<file path="src/rtl/ddr_frame_writer.sv">
// ddr_frame_writer
//   Packs an 8-bit pixel byte stream into 64-bit words, holds them in a
//   BUF_DEPTH-word first-word-fall-through buffer and issues BURST_LEN-word
//   write commands to the DDR controller, starting at a host-programmed
//   64-byte aligned base address.
//
// Ports
//   clk, reset_clk     memory-controller user clock, sync active-high reset
//   capture_start      pulse, arms a frame capture (only from S_IDLE)
//   capture_abort      pulse, cancels capture and flushes the buffer
//   capture_addr       frame base byte address (64-byte aligned)
//   capture_count      frame length in bytes, rounded down to 64
//   pix_valid/pix_data pixel byte stream
//   mem_wr_req         write command request (held until mem_wr_ack)
//   mem_wr_addr        command word address in 8-byte units
//   mem_wr_ack         controller accepted the command
//   mem_wdata          buffer head word, zero when the buffer is empty
//   mem_wdata_rd       controller pops one word (honoured in S_DATA only)
//   capture_busy       high while a capture is in progress
//   capture_done       one-cycle pulse when the last burst has been popped
//   overflow           sticky, a word was dropped because the buffer was full
module ddr_frame_writer #(
    parameter int BUF_DEPTH = 32,
    parameter int BURST_LEN = 8
) (
    input  logic        clk,
    input  logic        reset_clk,
    input  logic        capture_start,
    input  logic        capture_abort,
    input  logic [29:0] capture_addr,
    input  logic [23:0] capture_count,
    input  logic        pix_valid,
    input  logic [7:0]  pix_data,
    output logic        mem_wr_req,
    output logic [23:0] mem_wr_addr,
    input  logic        mem_wr_ack,
    output logic [63:0] mem_wdata,
    input  logic        mem_wdata_rd,
    output logic        capture_busy,
    output logic        capture_done,
    output logic        overflow
);

    localparam int AW = $clog2(BUF_DEPTH);
    localparam int PW = AW + 1;
    localparam int CW = $clog2(BURST_LEN) + 1;

    typedef enum logic [1:0] {
        S_IDLE,
        S_FILL,
        S_REQ,
        S_DATA
    } state_t;

    state_t        state;
    state_t        state_nxt;

    logic [63:0]   buf_mem [BUF_DEPTH];
    logic [PW-1:0] wr_ptr;
    logic [PW-1:0] rd_ptr;
    logic [PW-1:0] count;
    logic          buf_full;

    logic [63:0]   pack_word;
    logic [2:0]    lane;
    logic [23:0]   bytes_left;
    logic [23:0]   bytes_in;
    logic [CW-1:0] pop_cnt;
    logic [23:0]   frame_len;

    logic          take_byte;
    logic          word_done;
    logic          push;
    logic          pop;
    logic          burst_end;
    logic          done_nxt;
    logic          unused_bits;

    assign frame_len = {capture_count[23:6], 6'b0};

    // Address bits above the 24-bit word space, the sub-word byte offset, the
    // sub-burst count bits and the top packer lane are intentionally unused
    // (the 8th byte goes straight into the buffer word).
    assign unused_bits = ^{capture_addr[29:27], capture_addr[2:0],
                           capture_count[5:0], pack_word[63:56]};

    // Pointers carry one extra wrap bit so full and empty are distinguishable.
    assign count     = wr_ptr - rd_ptr;
    assign buf_full  = (count == PW'(BUF_DEPTH));

    assign take_byte = (state != S_IDLE) && pix_valid && (bytes_in != 24'd0);
    assign word_done = take_byte && (lane == 3'd7);
    assign push      = word_done && !buf_full;
    assign pop       = (state == S_DATA) && mem_wdata_rd && (count != '0);
    assign burst_end = pop && (pop_cnt == CW'(BURST_LEN - 1));

    assign mem_wdata = (count != '0) ? buf_mem[rd_ptr[AW-1:0]] : 64'd0;

    always_comb begin
        state_nxt = state;
        done_nxt  = 1'b0;
        case (state)
            S_IDLE: begin
                if (capture_start && (frame_len != 24'd0)) begin
                    state_nxt = S_FILL;
                end
            end
            S_FILL: begin
                if (bytes_left == 24'd0) begin
                    state_nxt = S_IDLE;
                    done_nxt  = 1'b1;
                end else if ((count >= PW'(BURST_LEN)) && !mem_wr_ack) begin
                    state_nxt = S_REQ;
                end
            end
            S_REQ: begin
                if (mem_wr_ack) begin
                    state_nxt = S_DATA;
                end
            end
            S_DATA: begin
                if (burst_end) begin
                    state_nxt = S_FILL;
                end
            end
            default: state_nxt = S_IDLE;
        endcase
        // Abort overrides everything, including a same-cycle start.
        if (capture_abort) begin
            state_nxt = S_IDLE;
            done_nxt  = 1'b0;
        end
    end

    always_ff @(posedge clk) begin
        if (reset_clk) begin
            state        <= S_IDLE;
            mem_wr_req   <= 1'b0;
            mem_wr_addr  <= 24'd0;
            capture_busy <= 1'b0;
            capture_done <= 1'b0;
            overflow     <= 1'b0;
            wr_ptr       <= '0;
            rd_ptr       <= '0;
            lane         <= 3'd0;
            bytes_left   <= 24'd0;
            bytes_in     <= 24'd0;
            pop_cnt      <= '0;
        end else begin
            state        <= state_nxt;
            mem_wr_req   <= (state_nxt == S_REQ);
            capture_busy <= (state_nxt != S_IDLE);
            capture_done <= done_nxt;

            if (capture_abort) begin
                wr_ptr     <= '0;
                rd_ptr     <= '0;
                lane       <= 3'd0;
                bytes_left <= 24'd0;
                bytes_in   <= 24'd0;
                pop_cnt    <= '0;
            end else if (state == S_IDLE) begin
                wr_ptr  <= '0;
                rd_ptr  <= '0;
                lane    <= 3'd0;
                pop_cnt <= '0;
                if (capture_start) begin
                    mem_wr_addr <= capture_addr[26:3];
                    bytes_left  <= frame_len;
                    bytes_in    <= frame_len;
                    overflow    <= 1'b0;
                end
            end else begin
                if (take_byte) begin
                    bytes_in <= bytes_in - 24'd1;
                    lane     <= lane + 3'd1;
                end
                if (word_done) begin
                    if (buf_full) begin
                        overflow <= 1'b1;
                    end else begin
                        wr_ptr <= wr_ptr + PW'(1);
                    end
                end
                if (pop) begin
                    rd_ptr  <= rd_ptr + PW'(1);
                    pop_cnt <= pop_cnt + CW'(1);
                end
                if ((state == S_REQ) && mem_wr_ack) begin
                    mem_wr_addr <= mem_wr_addr + 24'd8;
                    bytes_left  <= bytes_left - 24'd64;
                    pop_cnt     <= '0;
                end
            end
        end
    end

    // Datapath storage: no reset, contents are qualified by lane and count.
    always_ff @(posedge clk) begin
        if (take_byte) begin
            pack_word[{lane, 3'b000} +: 8] <= pix_data;
        end
        if (push) begin
            buf_mem[wr_ptr[AW-1:0]] <= {pix_data, pack_word[55:0]};
        end
    end

endmodule

</file>
<file path="config.mk">
export PLATFORM = sky130hd
export DESIGN_NAME = ddr_frame_writer
export DESIGN_NICKNAME = d
export VERILOG_FILES = /design/src/rtl/ddr_frame_writer.sv
export SDC_FILE = /design/constraint.sdc
export NUM_CORES = 2
export LEC_CHECK = 0
export ABC_AREA = 1
export CAP_MARGIN = 10
export CORE_ASPECT_RATIO = 0.8
export CORE_UTILIZATION = 57
export CTS_CLUSTER_DIAMETER = 100
export DETAILED_ROUTE_END_ITERATION = 6
export PLACE_DENSITY_LB_ADDON = 0.12
export SYNTH_ARGS = -nofsm -noshare
export SYNTH_HDL_FRONTEND = slang
export SYNTH_SLANG_ARGS = --single-unit
</file>
<file path="constraint.sdc">
create_clock -name clk -period 6.8 [get_ports clk]
set_input_delay 1.36 -clock clk [delete_from_list [all_inputs] [get_ports clk]]
set_output_delay 1.36 -clock clk [all_outputs]
set_load 0.02 [all_outputs]
</file>
Word-level counts from Yosys, hierarchy flattened
Memory sizes are Yosys's and may differ from the RTL's. A register that Yosys moved wholly into a read port is not among the register bits.
Index checks and enable logic that the tools add are counted.
Word-level totals
  register bits after elaboration: 161
  bits in writable memories: 2048
  input bits: 69
  output and inout port bits: 92
  word-level logic and storage cells: 95
  memories kept: 1
Memories
  buf_mem: words 32, bits a word 64, read ports 1, clocked after Yosys merged registers in 1, write ports 1, line 58  | logic [63:0] buf_mem [BUF_DEPTH];
Operators by class
  add/subtract/negate cells: 9
  magnitude comparators: 1
  equal/unequal tests: 8
  shift-type cells: 2
  mux-type cells: 26
  bitwise gates (word level): 3
  reduce and logical (&&, ||, !) cells: 32
Operator list (number)
  $mux W24: 8
  $bwmux W64: 1
  $mux W64: 1
  $shift A8 B8 Y64 const A: 1
  $shiftx A8 B8 Y64: 1
  $reduce_bool A24 Y1: 2
  $add A24 B4 Y24 const B: 1
  $logic_not A24 Y1: 1
  $sub A24 B1 Y24 const B: 1
  $sub A24 B7 Y24 const B: 1
  $add A6 B1 Y6 const B: 2
  $mux W2: 6
  $reduce_bool A2 Y1: 6
  $logic_and A1 B1 Y1: 10
  $mux W5: 2
  $neg A6 Y8: 1
  $pmux W2 S4: 1
  $mux W1: 7
  $eq A2 B2 Y1 const B: 3
  $eq A6 B6 Y1 const B: 1
  $ge A6 B4 Y1 const B: 1
  $reduce_and A2 Y1: 3
  $reduce_bool A6 Y1: 1
  $reduce_or A3 Y1: 2
  other kinds (14): 17

Logic depth before layout (Yosys ltp)
  depth in word-level cells: 8
  depth in mapped cells: 17
  gate-level depth less buffers: 17

Least setup slack after synthesis
No wires, ideal clock.
  path type: in2reg
  start point: input port pix_valid
  end point: memory buf_mem[23][0], enable pin
  setup time: 486 ps
  arrival time: 4797 ps
  data required time: 6314 ps
  slack: 1517 ps
  stages: 8
  buffers on the path: 0
  cells stage by stage: inv_1 -> nor2_1 -> nand2_2 -> nor2_1 -> nand2_2 -> inv_4 -> nand3_1 -> nor2_1
On the way
  longest elaborated chain between the ends: 6
Ends and longest elaborated chain
  start, declared: line 32  | input logic pix_valid,
  $logic_and A1 B1 Y1 (2 in series): line 91  | assign take_byte = (state != S_IDLE) && pix_valid && (bytes_in != 24'd0);
  $logic_and A1 B1 Y1: line 92  | assign word_done = take_byte && (lane == 3'd7);
  $logic_and A1 B1 Y1: line 93  | assign push = word_done && !buf_full;
  $mux W1: line 203  | if (push) begin
  $mux W1 (not written as such): line 204  | buf_mem[wr_ptr[AW-1:0]] <= {pix_data, pack_word[55:0]};
  end, declared: line 58
No other way between the ends.

==> results.py <==
metrics = {
    "outcome": {
        "status": "finished, violations left",
        "failed_checks": "design-rule violations",
    },
    "clock_tree": {
        "cts_made_buffers": 204,
        "cts_hold_buffers": 0,
        "insertion_delay_ns": 0.85,
        "cts_buffer_depth": 3,
        "cts_tree": "done",
        "postCtsSetupRepairBufs": 0,
        "clock_sinks": 2200,
        "cts_resized": 0,
        "htree_levels": 4,
        "path_clk_slew_ns": 0.06,
        "clockRootBuffer": "clkbuf_16",
    },
    "finish": {
        "stdcell_area_um2": 99400,
        "fillers": 11600,
        "finalNonFillerCells": 9699,
        "finalNetCount": 7529,
        "area_growth_pct": 11.3,
        "layout-drive-gt1-share": 0.0618,
    },
    "worst_setup_path": {
        "arrival_ns": 4.65,
        "cp-endpoint": "mem_wdata[20]",
        "endpoint_kind": "output port",
        "regToRegSetupSlack_ns": 2.70,
        "start_kind": "flip-flop",
        "rr_worst_depth": 12,
        "r2r-end": "buf_mem[28][32]",
        "r2r-start": "wr_ptr[2]",
        "required_ns": 5.44,
        "worstPathMaxFanout": 204,
        "crit_type": "reg -> out",
    },
    "global_routing": {
        "grt.total_usage": 0.310,
        "grt_pass1_wl_mm": 363,
        "antenna_found_initial": 6,
        "grt.overflow.total": 0,
        "first_global_vias": 56700,
        "grt_max_degree": 205,
    },
    "detailed_routing": {
        "via_count": 59500,
        "firstDrtPassIters": 7,
        "antenna_left": 0,
        "drt-initial-drc-count": 8089,
        "wl_mm": 247,
        "via_per_inst": 6.13,
        "wl_per_cell_um": 25.5,
        "drcViolationCount": 1,
    },
    "sta": {
        "slew_violations": 0,
        "final.min_clock_period_ns": 6.01,
        "final.setup.worst_slack_ns": 0.794,
        "fmax_ghz": 0.166,
        "tns_ns": 0,
        "rsz0062_at_grt": "false",
        "hold_slack_ns": 0.452,
        "worst_pin_slew_ns": 1.25,
        "period_share": 0.883,
        "slew_headroom": 0.168,
        "skew_ns": 0.0335,
        "finalHoldViolCount": 0,
        "setup_viol_count_final": 0,
    },
    "synth": {
        "synth_fp_nets": 7526,
        "synth_edf_count": 2104,
        "async_flop_share": 0,
        "synth_area_leader_cell": "edfxtp_1",
        "synth-warning-count": 0,
        "syn_area_um2": 89300,
        "yosysMostFrequentCell": "nand2_1",
        "synthTopCellsByArea": "edfxtp_1 (71%), nand2_1 (8.9%), nand3_1 (5.1%)",
        "ys_top_cells_by_count": "nand2_1 (2124), edfxtp_1 (2104), nand3_1 (915), a21oi_1 (758), a22oi_1 (314)",
        "synth.top_cell.area_share": 0.708,
        "yosysSeqAreaShare": 0.729,
        "synth_cells": 7434,
        "syn_area_per_cell_um2": 12.0,
        "synth_flop_cell": "edfxtp_1",
        "ys_ff_latch": 2200,
        "synthDistinctLibCells": 47,
    },
    "placed_design": {
        "routabilityCongestion": 0.863,
        "dp_hpwl_mm": 121,
        "place.detailed.instances": 9324,
        "io_buffers": 148,
        "place_area_um2": 92900,
        "pre_cts_ws_ns": 1.73,
    },
    "job": {
        "maxCapViolCount": 0,
    },
    "power": {
        "cellPowerDensity_nw_per_um2": 264,
        "p_int_mw": 21.0,
        "p_leak_nw": 35.2,
        "p_sw_mw": 5.15,
        "p_sw_frac": 0.197,
        "max-vdd-ir-drop_v": 0.000256,
        "p_clk_frac": 0.426,
        "p_comb_frac": 0.013,
        "seq_power_share": 0.562,
    },
    "min_path": {
        "hold_class": "reg -> reg",
    },
    "floorplan": {
        "die_y_um": 356,
        "io_pins": 161,
        "die_w_um": 445,
        "die_area_um2": 158000,
        "start_util": 0.576,
        "core_area_um2": 155000,
        "rows": 129,
    },
}
final cells by class:
class / count / area [um2] / area share
Clock inverter: 87 / 758 / 0.00763
Inverter: 116 / 477 / 0.00480
Sequential cell: 2200 / 65100 / 0.655
Multi-Input combinational cell: 4634 / 21700 / 0.219
Timing Repair Buffer: 281 / 3010 / 0.0303
Clock buffer: 283 / 5640 / 0.0568
Antenna cell: 2 / 5.00 / 0.0000504
Tap cell: 2096 / 2620 / 0.0264
worst min-delay path by stage:
stage | start | end | slack (ns) | cells past startpoint
finish | mem_wr_addr[0] | mem_wr_addr[0] | 0.45 | 2
global route | mem_wr_addr[0] | mem_wr_addr[0] | 0.48 | 2
CTS | mem_wr_addr[0] | mem_wr_addr[0] | 0.46 | 2
detailed placement | mem_wr_addr[0] | mem_wr_addr[0] | 0.44 | 2
global placement | mem_wr_addr[1] | mem_wr_addr[1] | 0.43 | 2
floorplan | bytes_in[0] | bytes_in[0] | 0.44 | 1
layer usage:
metal  part of all wire  GRT usage
met5            0.00012          0
met4              0.033      0.106
met3              0.097     0.0493
met2               0.46      0.485
met1               0.41      0.446
stage by stage:
step	utilization	power, mW
floorplan	-	15.2
global placement	0.599	15.3
detailed placement	0.599	15.3
CTS	0.640	26.3
global route	0.641	26.8
finish	0.641	26.2
critical path, cell delays in order (launching register included):
cell and delay [ns]:
dfxtp_4 0.55, inv_16 0.56, buf_12 0.42, nand2_1 0.10
a22oi_1 0.23, nand2_1 0.07, nand3_1 0.14, nand2_1 0.08
nand2_1 0.07, nand2_1 0.06, nor2_1 0.48, clkdlybuf4s50_1 0.72
cells in the final DEF, fill, tap and decap left out, types with 3 or more instances in the layout:
master	instances
edfxtp_1	2104
nand2_1	2124
clkbuf_1	62
nand4_1	15
ha_1	23
a21oi_1	758
dfxtp_1	91
a31oi_1	25
or2_2	4
o211ai_1	4
o21ai_1	7
and3_1	3
nor2_2	4
bufinv_16	13
nor2_4	34
clkdlybuf4s50_1	148
inv_2	4
inv_1	105
nor2_1	226
inv_8	3
clkinv_1	44
xnor2_1	12
nand3_1	915
dfxtp_4	5
nor3_1	32
a211oi_1	5
inv_6	5
buf_4	89
o21ai_0	74
clkbuf_8	11
clkinv_2	24
or2_1	3
xor2_1	23
nand2_2	10
buf_12	41
a22oi_1	314
clkbuf_16	210
power by group through the flow:
stage	clock network (mW)	registers, mW	logic (mW)
global route	11.7	14.7	0.365
finish	11.1	14.7	0.333
detailed placement	0	15.0	0.327
global placement	0	15.0	0.324
floorplan	0	15.0	0.179
CTS	11.2	14.7	0.330
sequential cells by signal (all words and copies together) (netlist names), named ones only:
| signal | cells |
|---|---|
| buf_mem | 2048 |
| pack_word | 56 |
| bytes_in | 24 |
| mem_wr_addr | 24 |
| bytes_left | 18 |
| rd_ptr | 6 |
| wr_ptr | 6 |
| pop_cnt | 4 |
| lane | 3 |
| state | 2 |
| capture_busy | 1 |
| capture_done | 1 |
| mem_wr_req | 1 |
| overflow | 1 |
kinds of logic (layout without fill, tap and decap cells):
kind of cell,Yosys count,count (layout),share of synthesized area
other,0,2,0
adders and majority gates,23,23,0.00322
AOI/OAI and AO/OA,1197,1197,0.0768
and+or+nand+nor,3379,3379,0.157
buffers and inverters,600,767,0.0305
xor gates and xnor gates,35,35,0.00343
DFF,2200,2200,0.729
No activity file was read; power rests on OpenSTA's default activity.
